File: config.mk
export PLATFORM = sky130hd
export DESIGN_NAME = vc4_tx_poh
export DESIGN_NICKNAME = d
export VERILOG_FILES = /design/src/rtl/vc4_tx_poh.sv
export SDC_FILE = /design/constraint.sdc
export NUM_CORES = 1
export LEC_CHECK = 0
export ABC_AREA = 1
export ABC_CLOCK_PERIOD_IN_PS = 2000
export CAP_MARGIN = 10
export CORE_ASPECT_RATIO = 0.8
export CORE_UTILIZATION = 40
export CTS_CLUSTER_SIZE = 20
export DETAILED_ROUTE_END_ITERATION = 8
export GPL_ROUTABILITY_DRIVEN = 1
export GPL_TIMING_DRIVEN = 0
export SYNTH_ARGS = -nofsm -noshare
export SYNTH_HDL_FRONTEND = slang
export SYNTH_SLANG_ARGS = --single-unit
export TNS_END_PERCENT = 50
File: constraint.sdc
create_clock -name clk_i -period 2 [get_ports clk_i]
set_clock_uncertainty 0.2 [all_clocks]
set_input_delay 0.2 -clock clk_i [delete_from_list [all_inputs] [get_ports clk_i]]
set_output_delay 0.2 -clock clk_i [all_outputs]
set_load 0.02 [all_outputs]
File: src/rtl/vc4_tx_poh.sv
// VC-4 assembly: walks the 9x261 grid on en_vc4, interleaves TUG-3 A/B/C, inserts POH/stuff, keeps B3.
// Latency 1 clk en_vc4 -> do_vld; no backpressure, paced only by en_vc4 (every clk allowed).
module vc4_tx_poh #(
    parameter int unsigned       WIDTH   = 8,
    parameter logic [WIDTH-1:0]  J1_BYTE = 8'h00,
    parameter logic [WIDTH-1:0]  C2_BYTE = 8'h02
) (
    input  logic             clk_i,
    input  logic             rst_n_i,
    input  logic             txsof_i,
    input  logic             en_vc4_i,
    input  logic [WIDTH-1:0] dotug3_0_i,
    input  logic [WIDTH-1:0] dotug3_1_i,
    input  logic [WIDTH-1:0] dotug3_2_i,
    input  logic [3:0]       rei_cnt_i,
    input  logic             rdi_i,
    output logic             entug3_0_o,
    output logic             entug3_1_o,
    output logic             entug3_2_o,
    output logic [WIDTH-1:0] vc4dout_o,
    output logic             do_vld_o,
    output logic [1:0]       mfi_o,
    output logic             sof_err_o
);

    localparam logic [8:0] LAST_COL = 9'd260;
    localparam logic [3:0] LAST_ROW = 4'd8;

    logic [8:0]       col_q, col_d;
    logic [3:0]       row_q, row_d;
    logic [1:0]       k_q, k_d;
    logic [1:0]       mfi_q, mfi_d;
    logic             sync_q;
    logic [WIDTH-1:0] b3_acc_q, b3_acc_d;
    logic [WIDTH-1:0] b3_hold_q, b3_hold_d;
    logic [3:0]       rei_lat_q;
    logic             rdi_lat_q;
    logic [WIDTH-1:0] byte_q;
    logic             tug_sel_q;
    logic [1:0]       tug_k_q;
    logic             vld_q;
    logic             last_q;
    logic             sof_err_q;

    logic             sof;
    logic             slot_vld;
    logic             is_tug;
    logic             is_last;
    logic             is_j1;
    logic [8:0]       slot_col;
    logic [3:0]       slot_row;
    logic [3:0]       rei_clamp;
    logic [WIDTH-1:0] slot_byte;

    // A txsof slot is always J1, regardless of where the free-running counters think we are.
    assign sof       = txsof_i & en_vc4_i;
    assign slot_col  = sof ? 9'd0 : col_q;
    assign slot_row  = sof ? 4'd0 : row_q;
    assign slot_vld  = en_vc4_i & (sync_q | txsof_i);
    assign is_tug    = en_vc4_i & sync_q & ~txsof_i & (col_q >= 9'd3);
    assign is_last   = en_vc4_i & sync_q & ~txsof_i & (col_q == LAST_COL) & (row_q == LAST_ROW);
    assign is_j1     = slot_vld & (slot_col == 9'd0) & (slot_row == 4'd0);
    assign rei_clamp = (rei_cnt_i > 4'd8) ? 4'd8 : rei_cnt_i;

    assign entug3_0_o = is_tug & (k_q == 2'd0);
    assign entug3_1_o = is_tug & (k_q == 2'd1);
    assign entug3_2_o = is_tug & (k_q == 2'd2);

    always_comb begin
        slot_byte = '0;
        if (slot_col == 9'd0) begin
            case (slot_row)
                4'd0:    slot_byte = J1_BYTE;
                4'd1:    slot_byte = b3_hold_q;
                4'd2:    slot_byte = C2_BYTE;
                4'd3:    slot_byte = WIDTH'({rei_lat_q, rdi_lat_q, 3'b000});
                4'd5:    slot_byte = WIDTH'({6'b111111, mfi_q});
                default: slot_byte = '0;
            endcase
        end
    end

    always_comb begin
        col_d = col_q;
        row_d = row_q;
        k_d   = k_q;
        mfi_d = mfi_q;
        if (sof) begin
            col_d = 9'd1;
            row_d = 4'd0;
            k_d   = 2'd0;
        end else if (en_vc4_i && sync_q) begin
            if (col_q == LAST_COL) begin
                col_d = 9'd0;
                k_d   = 2'd0;
                if (row_q == LAST_ROW) begin
                    row_d = 4'd0;
                    mfi_d = mfi_q + 2'd1;
                end else begin
                    row_d = row_q + 4'd1;
                end
            end else begin
                col_d = col_q + 9'd1;
                if (col_q >= 9'd3) begin
                    k_d = (k_q == 2'd2) ? 2'd0 : k_q + 2'd1;
                end else begin
                    k_d = 2'd0;
                end
            end
        end
    end

    always_comb begin
        vc4dout_o = byte_q;
        if (tug_sel_q) begin
            case (tug_k_q)
                2'd0:    vc4dout_o = dotug3_0_i;
                2'd1:    vc4dout_o = dotug3_1_i;
                default: vc4dout_o = dotug3_2_i;
            endcase
        end
    end

    // B3 folds the bytes as they leave; a resync drops whatever the old frame had collected.
    always_comb begin
        b3_acc_d  = b3_acc_q;
        b3_hold_d = b3_hold_q;
        if (vld_q) begin
            if (last_q) begin
                b3_hold_d = b3_acc_q ^ vc4dout_o;
                b3_acc_d  = '0;
            end else begin
                b3_acc_d = b3_acc_q ^ vc4dout_o;
            end
        end
        if (sof) begin
            b3_acc_d = '0;
        end
    end

    always_ff @(posedge clk_i or negedge rst_n_i) begin
        if (!rst_n_i) begin
            col_q     <= '0;
            row_q     <= '0;
            k_q       <= '0;
            mfi_q     <= '0;
            sync_q    <= 1'b0;
            b3_acc_q  <= '0;
            b3_hold_q <= '0;
            rei_lat_q <= '0;
            rdi_lat_q <= 1'b0;
            byte_q    <= '0;
            tug_sel_q <= 1'b0;
            tug_k_q   <= '0;
            vld_q     <= 1'b0;
            last_q    <= 1'b0;
            sof_err_q <= 1'b0;
        end else begin
            col_q     <= col_d;
            row_q     <= row_d;
            k_q       <= k_d;
            mfi_q     <= mfi_d;
            sync_q    <= sync_q | sof;
            b3_acc_q  <= b3_acc_d;
            b3_hold_q <= b3_hold_d;
            if (is_j1) begin
                rei_lat_q <= rei_clamp;
                rdi_lat_q <= rdi_i;
            end
            byte_q    <= (slot_vld && !is_tug) ? slot_byte : '0;
            tug_sel_q <= is_tug;
            tug_k_q   <= k_q;
            vld_q     <= slot_vld;
            last_q    <= is_last;
            sof_err_q <= sof & sync_q & ((col_q != 9'd0) | (row_q != 4'd0));
        end
    end

    assign do_vld_o  = vld_q;
    assign mfi_o     = mfi_q;
    assign sof_err_o = sof_err_q;

endmodule

==> flow_summary.json <==
{
  "yosys_most_used_dff": "dfrtp_1",
  "clkLatencyLatePin_ns": 0.31,
  "cp_max_fo": 4,
  "min_path_type": "in2async",
  "required_ns": 1.60,
  "setup_slack_ns": -0.003202,
  "std_cell_rows": 27,
  "syn_to_final_growth_pct": 29.21,
  "worst_hold_slack_ns": 0.1393,
  "clockRootBuffer": "clkbuf_8",
  "die_w_um": 98.53,
  "final_cells": 561,
  "htreeDepth": 2,
  "syn_inst": 403,
  "diodes": 0,
  "period_needed_ns": 2.003,
  "wirelength_um": 7160,
  "hold_viol": 0,
  "numCtsBuffers": 5,
  "ir_worst_vdd_uv": 511.5,
  "power_mw": 3.505,
  "timing.rr.start": "col_q[0]",
  "wl_per_cell_um": 12.76,
  "die_area_um2": 7805,
  "synth_edf_count": 0,
  "start_util_pct": 42.23,
  "grt_use_total_pct": 19.23,
  "synth_top_area_share_pct": 44.48,
  "placed_area_um2": 3576,
  "pwr_density_cell_nw_per_um2": 909.9,
  "dp_cells": 538,
  "postLayoutCoreUtil_pct": 54.56,
  "finalCritPeriodShare_pct": 100.2,
  "drt_pass1_iterations": 7,
  "cts.sinks": 53,
  "arrival_ns": 1.60,
  "grt_pass1_vias": 2432,
  "worstMarginPinSlew_ns": 0.6371,
  "cap_viol_max_count": 0,
  "antenna_found_initial": 0,
  "status": "complete, but fails checks",
  "crit_path_start_kind": "flop",
  "clock_path_buffers": 2,
  "slew_headroom_pct": 57.37,
  "syn_nets": 440,
  "critPathLaunch": "col_q[0]",
  "ys_types": 31,
  "overflow": 0,
  "drv_slew": 0,
  "ff2ff_path_depth": 9,
  "yosysMostFrequentCell": "nand2_1",
  "end_kind": "output port",
  "grt_max_degree": 39,
  "syn_avg_cell_area_um2": 7.399,
  "synth-seq-area-share_pct": 44.48,
  "synthTopCellsByCount": "nand2_1, inv_1, dfrtp_1",
  "die_y_um": 79.22,
  "drt_iter0_markers": 145,
  "cts.clk_slew.worst_paths_ns": 0.10,
  "num_vias": 2695,
  "synth.area.top_cells": "dfrtp_1, nand2_1, inv_1",
  "drive_above_1_share_pct": 16.88,
  "setup_viol": 1,
  "grt_pass1_wl_um": 11710,
  "ys_ff_latch": 53,
  "nNetsFinal": 510,
  "design_area_um2": 3852,
  "gp_congestion": 0.8322,
  "syn_area_um2": 2982,
  "async_reset_ff_share_pct": 100.0,
  "yosysWarnings": 0,
  "leakage_nw": 2.029,
  "postRouteAntennaNets": 0,
  "fmax_mhz": 499.2,
  "dp_hpwl_um": 5177,
  "coreArea_um2": 7061,
  "violations": "DRC, setup timing",
  "dp_slack_ns": -0.5355,
  "setup_tns_ns": -0.003202,
  "viasPerCell": 4.804,
  "synth_area_leader_cell": "dfrtp_1",
  "port_buffers": 47,
  "crit_type": "reg2out",
  "cts_tree": "built",
  "drc": 8,
  "io_pins": 48,
  "grt_setup_unrepaired": "yes"
}
[critical path: stages (launching register included)]
cell and delay [ns]:
dfrtp_2 0.46, ha_4 0.19, a21oi_1 0.20, nand2_2 0.10, nand2_2 0.12, nor2_1 0.07, buf_2 0.15
[layout by cell type (no fill, tap or decap), drive strengths merged]
cell,count
nand3b,8
dlygate4sd3,1
o22ai,1
clkdlybuf4s50,35
nor2,38
nand3,45
o21ai,7
a22oi,1
nand2,136
or2,1
dfrtp,53
xor2,4
o211ai,2
ha,4
clkinv,2
buf,32
a21oi,19
a21boi,1
nand4,4
inv,63
a41oi,1
nor3b,2
nor3,8
clkbuf,6
[worst paths after layout]
check / to / slack [ns]
setup / recovery: entug3_1_o / -0.003
hold / removal: col_q[8] / 0.14
setup reg to reg: row_q[1] / 0.10
hold reg to reg: tug_k_q[1] / 0.22
max in group asynchronous: b3_acc_q[3] / 0.93
min in group clk_i: tug_k_q[1] / 0.22
[state kept, by name, summed over array words and instances (netlist names), 2 cells and up]
name	flops
b3_acc_q	8
b3_hold_q	8
byte_q	8
col_q	9
k_q	2
mfi_o	2
rei_lat_q	4
row_q	4
tug_k_q	2
[where the power goes]
part	switching (mW)	internal, mW
logic	0.837	0.638
clock network	0.358	0.250
registers	0.168	1.25
[cells by family after synthesis]
| group | share of synthesized area (%) |
|---|---|
| fa+ha+maj | 1.679 |
| compound gates | 6.127 |
| flops | 44.48 |
| simple gates | 37.31 |
| xor+xnor | 1.175 |
| buf+inv | 9.232 |
[final cells by class]
type / count / area (µm²)
repair buffers: 63 / 584.3
clock inverters: 2 / 13.76
plain buffers: 5 / 46.29
fillers: 676 / 3208
clock buffers: 6 / 72.57
inverters: 63 / 237.7
flip-flops and latches: 53 / 1329
multi-input cells: 282 / 1460
well taps: 87 / 108.9
[per-layer routing]
layer  GRT usage [%]  part of all wire [%]
met3           3.345                   5.6
met5               0                     0
met2           27.68                    40
met4           4.627                  0.60
met1           29.66                    54
[what timing repair did]
action | in CTS | in global routing
endpoints found under the setup margin | 11 | 17
pin swaps | 4 | 6
buffers inserted | 7 | 7
hold buffers | 1 | 0
gates resized for setup | 52 | 30
endpoints found under the hold margin | 53 | 0
(Power assumes the default switching activity.)
